**src/rtl/br_flow_join_collect_pkg.sv**
```systemverilog
// Shared types for the collecting flow join: FSM state encoding.
package br_flow_join_collect_pkg;

  typedef enum logic [1:0] {
    IDLE    = 2'd0,
    COLLECT = 2'd1,
    EMIT    = 2'd2
  } state_e;

endpackage

```
**src/rtl/br_counter_incr.sv**
```systemverilog
// Free-running increment-by-one counter that wraps modulo 2^Width.
module br_counter_incr #(
  parameter int Width = 16
) (
  input  logic             clk,
  input  logic             rst,
  input  logic             incr,
  output logic [Width-1:0] value
);

  logic [Width-1:0] value_q;
  logic [Width-1:0] value_d;

  assign value_d = incr ? value_q + 1'b1 : value_q;

  // NOTE: sequential state uses non-blocking assignments so every register
  // samples pre-edge values regardless of process evaluation order.
  always_ff @(posedge clk) begin
    if (rst) value_q <= '0;
    else     value_q <= value_d;
  end

  assign value = value_q;

endmodule

```
**src/rtl/br_flow_join_collect.sv**
```systemverilog
// N-way flow join sequencer: collects independent per-flow handshakes for the
// flows in a per-transaction mask, then presents one pop with that mask.
module br_flow_join_collect
  import br_flow_join_collect_pkg::*;
#(
  parameter int NumFlows                       = 2,
  parameter int CountWidth                     = 16,
  parameter bit EnableAssertPushValidStability = 1'b1,
  parameter bit EnableAssertFinalNotValid      = 1'b1
) (
  input  logic                  clk,
  input  logic                  rst,
  input  logic [NumFlows-1:0]   cfg_mask,
  input  logic [NumFlows-1:0]   push_valid,
  output logic [NumFlows-1:0]   push_ready,
  input  logic                  pop_ready,
  output logic                  pop_valid,
  output logic [NumFlows-1:0]   pop_mask,
  output logic [CountWidth-1:0] join_count,
  output logic                  busy
);

  if (NumFlows < 2) begin : gen_bad_num_flows
    $error("NumFlows must be >= 2");
  end
  if (CountWidth < 1) begin : gen_bad_count_width
    $error("CountWidth must be >= 1");
  end

  state_e              state_q, state_d;
  logic [NumFlows-1:0] arrived_q, arrived_d;
  logic [NumFlows-1:0] pop_mask_q, pop_mask_d;
  logic [NumFlows-1:0] eff_mask;
  logic [NumFlows-1:0] hs;
  logic                done;
  logic                pop_fire;

  // The mask is only open to change while idle; afterwards the captured copy rules.
  assign eff_mask   = (state_q == IDLE) ? cfg_mask : pop_mask_q;
  assign push_ready = (rst || state_q == EMIT) ? '0 : (eff_mask & ~arrived_q);
  assign hs         = push_valid & push_ready;
  assign done       = ((arrived_q | hs) == eff_mask) && (eff_mask != '0);

  // NOTE: every always_comb output gets a default first so no path leaves a
  // signal unassigned and infers a latch.
  always_comb begin
    state_d    = state_q;
    arrived_d  = arrived_q;
    pop_mask_d = pop_mask_q;
    pop_fire   = 1'b0;
    unique case (state_q)
      IDLE: begin
        if (hs != '0) begin
          pop_mask_d = cfg_mask;
          arrived_d  = hs;
          state_d    = done ? EMIT : COLLECT;
        end
      end
      COLLECT: begin
        arrived_d = arrived_q | hs;
        if (done) state_d = EMIT;
      end
      EMIT: begin
        if (pop_ready) begin
          pop_fire  = 1'b1;
          arrived_d = '0;
          state_d   = IDLE;
        end
      end
      default: state_d = IDLE;
    endcase
  end

  always_ff @(posedge clk) begin
    if (rst) begin
      state_q    <= IDLE;
      arrived_q  <= '0;
      pop_mask_q <= '0;
    end else begin
      state_q    <= state_d;
      arrived_q  <= arrived_d;
      pop_mask_q <= pop_mask_d;
    end
  end

  br_counter_incr #(
    .Width (CountWidth)
  ) u_join_counter (
    .clk   (clk),
    .rst   (rst),
    .incr  (pop_fire),
    .value (join_count)
  );

  assign pop_valid = !rst && (state_q == EMIT);
  assign busy      = !rst && (state_q != IDLE);
  assign pop_mask  = pop_mask_q;

  if (EnableAssertPushValidStability) begin : gen_push_stability
    for (genvar i = 0; i < NumFlows; i++) begin : gen_flow
      a_push_valid_stable: assert property (@(posedge clk) disable iff (rst)
        (push_valid[i] && !push_ready[i] && eff_mask[i] && !arrived_q[i]) |=> push_valid[i]);
    end
  end

  a_pop_valid_held: assert property (@(posedge clk) disable iff (rst)
    (pop_valid && !pop_ready) |=> pop_valid);
  a_pop_mask_nonzero: assert property (@(posedge clk) disable iff (rst)
    pop_valid |-> (pop_mask != '0));

  if (EnableAssertFinalNotValid) begin : gen_final_idle
    final begin
      a_final_not_valid: assert ((push_valid == '0) && !pop_valid);
    end
  end

endmodule

```
**config.mk**
```make
export PLATFORM = sky130hd
export DESIGN_NAME = br_flow_join_collect
export DESIGN_NICKNAME = d
export VERILOG_FILES = /design/src/rtl/br_flow_join_collect_pkg.sv /design/src/rtl/br_counter_incr.sv /design/src/rtl/br_flow_join_collect.sv
export SDC_FILE = /design/constraint.sdc
export NUM_CORES = 1
export LEC_CHECK = 0
export CAP_MARGIN = 5
export CORE_ASPECT_RATIO = 1.1
export CORE_MARGIN = 3
export CORE_UTILIZATION = 40
export DETAILED_ROUTE_END_ITERATION = 7
export GPL_TIMING_DRIVEN = 1
export PLACE_DENSITY = 0.74
export SLEW_MARGIN = 20
export SYNTH_ARGS = -nofsm -noshare
export SYNTH_HDL_FRONTEND = slang
export SYNTH_SLANG_ARGS = --single-unit
```
**constraint.sdc**
```tcl
create_clock -name clk -period 2.5 [get_ports clk]
set_clock_uncertainty 0.15 [all_clocks]
set_input_delay 0.5 -clock clk [delete_from_list [all_inputs] [get_ports clk]]
set_output_delay 0.5 -clock clk [all_outputs]
set_load 0.01 [all_outputs]
```
==> results.sh, run 1 <==
export IMPL_cp_max_fo=7
export IMPL_cts_tree="done"
export IMPL_crit_arrival_ns=1.74
export IMPL_path_class="reg -> out"
export IMPL_layout_commonest_cell="clkdlybuf4s50_1"
export IMPL_syn2layout_area_growth_pct=33.7
export IMPL_globalplace_congestion=0.832
export IMPL_cts_root_buf="clkbuf_4"
export IMPL_startpoint="state_q[0]$_SDFFE_PP0P_"
export IMPL_vias=1058
export IMPL_final_cell_mix="clkdlybuf4s50_1, dfxtp_1, nor2_1, xor2_1, buf_4"
export IMPL_dp_slack_ns=-0.0902
export IMPL_synth_edf_count=0
export IMPL_hold_path_class="reg -> reg"
export IMPL_drive_gt1_frac=0.127
export IMPL_syn_cell_area_mm2=0.00117
export IMPL_period_minus_slack_ns=2.39
export IMPL_synth_nets=143
export IMPL_postPlaceCellArea_mm2=0.00152
export IMPL_async_flop_share=0
export IMPL_reg2reg_slack_ns=0.21
export IMPL_ant_nets=0
export IMPL_reg2reg_from="state_q[0]$_SDFFE_PP0P_"
export IMPL_port_buffers=28
export IMPL_powerDensity_mw_per_mm2=588
export IMPL_chipHeight_um=62.7
export IMPL_path_cells="inv_1, ha_2, nor2b_1, clkdlybuf4s50_1"
export IMPL_p_leak_nw=0.613
export IMPL_ys_warn_count=0
export IMPL_drc=0
export IMPL_relSlewSlack=0.737
export IMPL_ys_types=35
export IMPL_crit_buf_inv=2
export IMPL_fmax_mhz=419
export IMPL_cp_slowest_stage_delay_ns=0.56
export IMPL_place_hpwl_um=2040
export IMPL_cts_sinks=22
export IMPL_synth_ff_latch_count=22
export IMPL_path_delay_family="buffers and inverters"
export IMPL_grt_max_degree=22
export IMPL_synth_main_ff_cell="dfxtp_1"
export IMPL_grt_overflow=0
export IMPL_clock_latency_ns=0.30
export IMPL_synth_avg_cell_area_um2=8.92
export IMPL_drv_slew=0
export IMPL_groute_usage_overall=0.154
export IMPL_coreArea_mm2=0.00264
export IMPL_cts_max_level=1
export IMPL_finalSetupViolations=0
export IMPL_final_design_area_no_fill_mm2=0.00156
export IMPL_end_kind="primary output"
export IMPL_dieWidth_um=57.5
export IMPL_antenna_cells=0
export IMPL_critPathLaunchType="flop"
export IMPL_drv_cap=0
export IMPL_grt_pass1_wl_um=4480
export IMPL_rr_worst_depth=7
export IMPL_cts_max_path_buffers=2
export IMPL_grt_pass1_vias=1009
export IMPL_yosysSeqAreaShare=0.377
export IMPL_num_nets_final=179
export IMPL_required_ns=1.85
export IMPL_drt_first_pass_iters=4
export IMPL_setup_slack_ns=0.111
export IMPL_synthCells=131
export IMPL_drtIter0Drc=38
export IMPL_hold_start="u_join_counter.value[13]$_SDFFE_PP0P_"
export IMPL_hold_violations=0
export IMPL_die_area_mm2=0.00361
export IMPL_worst_pin_slew_ns=0.392
export IMPL_crit_path_top_delay_cell="clkdlybuf4s50_1"
export IMPL_cts_clk_slew_worst_paths_ns=0.11
export IMPL_antenna_found_initial=0
export IMPL_wl_per_cell_um=13.4
export IMPL_status="complete, no violations"
export IMPL_viasPerCell=5.40
export IMPL_rows=19
export IMPL_rsz0062_at_grt="no"
export IMPL_routed_wl_um=2630
export IMPL_r2r_end="state_q[1]$_SDFFE_PP0P_"
export IMPL_start_util=0.443
export IMPL_min_to="u_join_counter.value[13]$_SDFFE_PP0P_"
export IMPL_ios=29
export IMPL_holdPathStages=2
export IMPL_min_period_over_period=0.956
export IMPL_ir_drop_v=0.000363
export IMPL_cts_buffers=3
==> stage by stage <==
| step | utilization | power (mW) | setup TNS, ns | cells | hold WS (ns) |
|---|---|---|---|---|---|
| global route | 0.592 | 0.988 | 0 | 196 | 0.405 |
| CTS | 0.587 | 0.912 | 0 | 196 | 0.361 |
| global placement | 0.578 | 0.746 | -0.0363 | 193 | 0.318 |
| finish | 0.592 | 0.919 | 0 | 196 | 0.368 |
| detailed placement | 0.578 | 0.757 | -0.150 | 193 | 0.346 |
| floorplan | - | 0.623 | 0 | 131 | 0.352 |
==> area by class of cell <==
cell class,count,area (um^2)
multi-input combinational,99,696
tap,31,38.8
inverter,4,15.0
clock buffer,3,22.5
timing repair buffer,37,348
fill,250,1080
sequential,22,443
==> routing by layer <==
layer / up-vias / track usage / share of wire
li1: 536 / - / -
met1: 487 / 0.184 / 0.45
met2: 27 / 0.250 / 0.49
met3: 8 / 0.0475 / 0.044
met4: 0 / 0.0638 / 0.021
met5: - / 0 / 0
==> worst register-to-register path: cells and delay by family, from the launching register on <==
| family | cells | cell delay [ns] |
|---|---|---|
| simple gates | 2 | 0.90 |
| flops | 1 | 0.37 |
| fa+ha+maj | 1 | 0.25 |
| compound gates | 2 | 0.24 |
| mux | 1 | 0.22 |
| buf+inv | 1 | 0.07 |
==> timing repair <==
action | 4_1_cts | 5_1_grt
gates resized for setup | 4 | 4
hold buffers | 0 | 0
setup buffers | 0 | 0
setup endpoints to repair | 3 | 3
==> power breakdown <==
part           leakage (nW)  total [mW]  internal [mW]  switching [mW]
sequential            0.179       0.395          0.373          0.0228
clock                0.0138       0.155         0.0562          0.0987
combinational         0.420       0.369          0.190           0.178
total                 0.613       0.919          0.619           0.300
==> worst max-delay path by stage <==
stage | endpoint | cells past startpoint | slack [ns]
2_1_floorplan | state_q[1]$_SDFFE_PP0P_ | 8 | 0.33
3_3_place_gp | push_ready[0] | 4 | -0.02
3_5_place_dp | state_q[1]$_SDFFE_PP0P_ | 6 | -0.09
4_1_cts | busy | 5 | 0.009
5_1_grt | pop_valid | 4 | 0.009
6_report | pop_valid | 4 | 0.11
==> cells by family (layout without fill, tap and decap cells) <==
group,after synthesis,count (layout),synth area share
DFF,22,22,0.377
xor gates and xnor gates,12,12,0.0899
adders and majority gates,5,5,0.0535
and+or+nand+nor,57,57,0.277
AOI/OAI and AO/OA,20,20,0.117
muxes,5,5,0.0460
buffers and inverters,10,44,0.0396
==> cells in the mapped netlist (all sizes together) (2+ instances only) <==
| master | n | area, um^2 |
|---|---|---|
| nand2 | 7 | 26.3 |
| and3 | 3 | 18.8 |
| and4 | 3 | 26.3 |
| ha | 5 | 62.6 |
| o31ai | 2 | 15.0 |
| nor2 | 18 | 67.6 |
| a211oi | 2 | 15.0 |
| or3 | 4 | 25.0 |
| nor3b | 3 | 27.5 |
| inv | 4 | 15.0 |
| nor2b | 2 | 12.5 |
| nand4 | 5 | 31.3 |
| nand2b | 3 | 18.8 |
| dfxtp | 22 | 440 |
| nor4 | 3 | 33.8 |
| o21ai | 4 | 20.0 |
| buf | 2 | 16.3 |
| nand3 | 3 | 15.0 |
| a21oi | 7 | 35.0 |
| mux2i | 5 | 53.8 |
| xor2 | 11 | 96.3 |
| clkbuf | 4 | 15.0 |
==> registers in the layout (all words and copies together), names as in the netlist <==
signal	count
pop_mask	2
u_join_counter.value	16
state_q	2
arrived_q	2
Note: power is estimated with default switching activity, not from simulation.
==> run 2: changes to the inputs <==
- SETUP_SLACK_MARGIN: default -> 0.02
==> run 2 against run 1 <==
Clock-buffer cell count unchanged. Sequential power about the same. Setup slack gained 0.00051 ns. Power down 0.35%. Register-to-register slack is essentially flat. Core utilization is 0.19 points lower. Final cell count is the same. Combinational power about the same. Highest routed layer unchanged. Global-route usage rose by 0.084 points. Die area unchanged. First-iteration DRC count decreased by 18%. Critical path depth stayed put.
==> results.sh, run 2 (same netlist as run 1, synthesis figures left out) <==
export IMPL_grt_max_degree=22
export IMPL_drt_first_pass_iters=4
export IMPL_hold_slack_ns=0.368
export IMPL_vias=1053
export IMPL_relSlewSlack=0.737
export IMPL_ant_nets=0
export IMPL_crit_arrival_ns=1.74
export IMPL_cts_buffers=3
export IMPL_cts_root_buf="clkbuf_4"
export IMPL_post_cts_buffers=0
export IMPL_fmax_mhz=419
export IMPL_routed_wl_um=2620
export IMPL_drv_slew=0
export IMPL_drive_gt1_frac=0.121
export IMPL_drv_cap=0
export IMPL_period_minus_slack_ns=2.39
export IMPL_chipHeight_um=62.7
export IMPL_ir_drop_v=0.000362
export IMPL_rsz0062_at_grt="yes"
export IMPL_n_fill_cell=248
export IMPL_cts_tree="done"
export IMPL_globalplace_congestion=0.832
export IMPL_multi_input_area_um2=696
export IMPL_hold_violations=0
export IMPL_finalNonFillerCells=196
export IMPL_layout_commonest_cell="clkdlybuf4s50_1"
export IMPL_rows=19
export IMPL_antenna_cells=0
export IMPL_num_nets_final=179
export IMPL_cts_clk_slew_worst_paths_ns=0.11
export IMPL_cts_max_path_buffers=2
export IMPL_status="complete, no violations"
export IMPL_drc=0
export IMPL_grt_overflow=0
export IMPL_syn2layout_area_growth_pct=33.3
export IMPL_ios=29
export IMPL_required_ns=1.85
export IMPL_powerDensity_mw_per_mm2=588
export IMPL_viasPerCell=5.37
export IMPL_cts_max_level=1
export IMPL_drtIter0Drc=31
export IMPL_port_buffers=28
export IMPL_antenna_found_initial=0
export IMPL_path_class="reg -> out"
export IMPL_cp_max_fo=7
export IMPL_groute_usage_overall=0.155
export IMPL_placed_cells=193
export IMPL_grt_pass1_wl_um=4500
export IMPL_final_core_util=0.590
export IMPL_die_area_mm2=0.00361
export IMPL_final_cell_mix="clkdlybuf4s50_1, dfxtp_1, nor2_1, xor2_1, buf_4"
export IMPL_largest_register_ffs=16
export IMPL_coreArea_mm2=0.00264
export IMPL_place_hpwl_um=2040
export IMPL_regArea_um2=442
export IMPL_wl_per_cell_um=13.4
export IMPL_grt_pass1_vias=1007
export IMPL_p_leak_nw=0.599
export IMPL_start_util=0.443
export IMPL_finalSetupViolations=0
export IMPL_dieWidth_um=57.5
export IMPL_hold_buffers=0
export IMPL_cts_sinks=22
export IMPL_end_kind="primary output"
export IMPL_min_period_over_period=0.955
export IMPL_clock_latency_ns=0.30
export IMPL_critPathLaunchType="flop"
export IMPL_hold_path_class="reg -> reg"
export IMPL_worst_pin_slew_ns=0.392
run 2: layout make-up:
type,count,share of cell area
Multi-Input combinational cell,99,0.447
Sequential cell,22,0.284
Timing Repair Buffer,37,0.221
Tap cell,31,0.0249
Clock buffer,3,0.0145
Inverter,4,0.00964
run 2: timing repair:
item / 4_1_cts / 5_1_grt
gates cloned: 0 / 0
endpoints found under the setup margin: 4 / 2
resized for setup: 6 / 1
run 2: path summary, 6_finish.rpt:
check | startpoint | end | slack (ns) | depth (start not counted)
worst min register to register | u_join_counter.value[13]$_SDFFE_PP0P_ | u_join_counter.value[13]$_SDFFE_PP0P_ | 0.37 | 2
worst max register to register | state_q[1]$_SDFFE_PP0P_ | state_q[1]$_SDFFE_PP0P_ | 0.20 | 7
worst min-delay path | u_join_counter.value[13]$_SDFFE_PP0P_ | u_join_counter.value[13]$_SDFFE_PP0P_ | 0.37 | 2
worst max-delay path | state_q[0]$_SDFFE_PP0P_ | pop_valid | 0.11 | 4
run 2: routing by layer:
metal  GRT usage  routed length (um)  share of wire  vias up
li1            -                   -              -      535
met5           0                   0              0        -
met4      0.0638                  55          0.021        0
met3      0.0475                 126          0.048        8
met2       0.250                1270           0.48       27
met1       0.187                1170           0.45      483
run 2: metrics by stage:
step           power (mW)  cell area (um^2)  worst slack (ns)  setup TNS (ns)
2_1_floorplan       0.623              1170             0.333               0
3_3_place_gp        0.746              1520           -0.0197         -0.0363
3_5_place_dp        0.757              1520           -0.0902          -0.150
4_1_cts             0.911              1550            0.0831               0
5_1_grt             0.985              1560           0.00895               0
6_report            0.916              1560             0.112               0
run 2: critical path: stages (launching register included):
cell and delay (ns):
dfxtp_2 0.35, inv_1 0.09, ha_2 0.28, nor2b_1 0.16
clkdlybuf4s50_1 0.56
run 2: where the power goes:
| group | switching (mW) | leakage [nW] | total [mW] | internal [mW] |
|---|---|---|---|---|
| Clock | 0.0984 | 0.0138 | 0.155 | 0.0562 |
| Sequential | 0.0228 | 0.178 | 0.395 | 0.372 |
| Combinational | 0.178 | 0.408 | 0.367 | 0.189 |
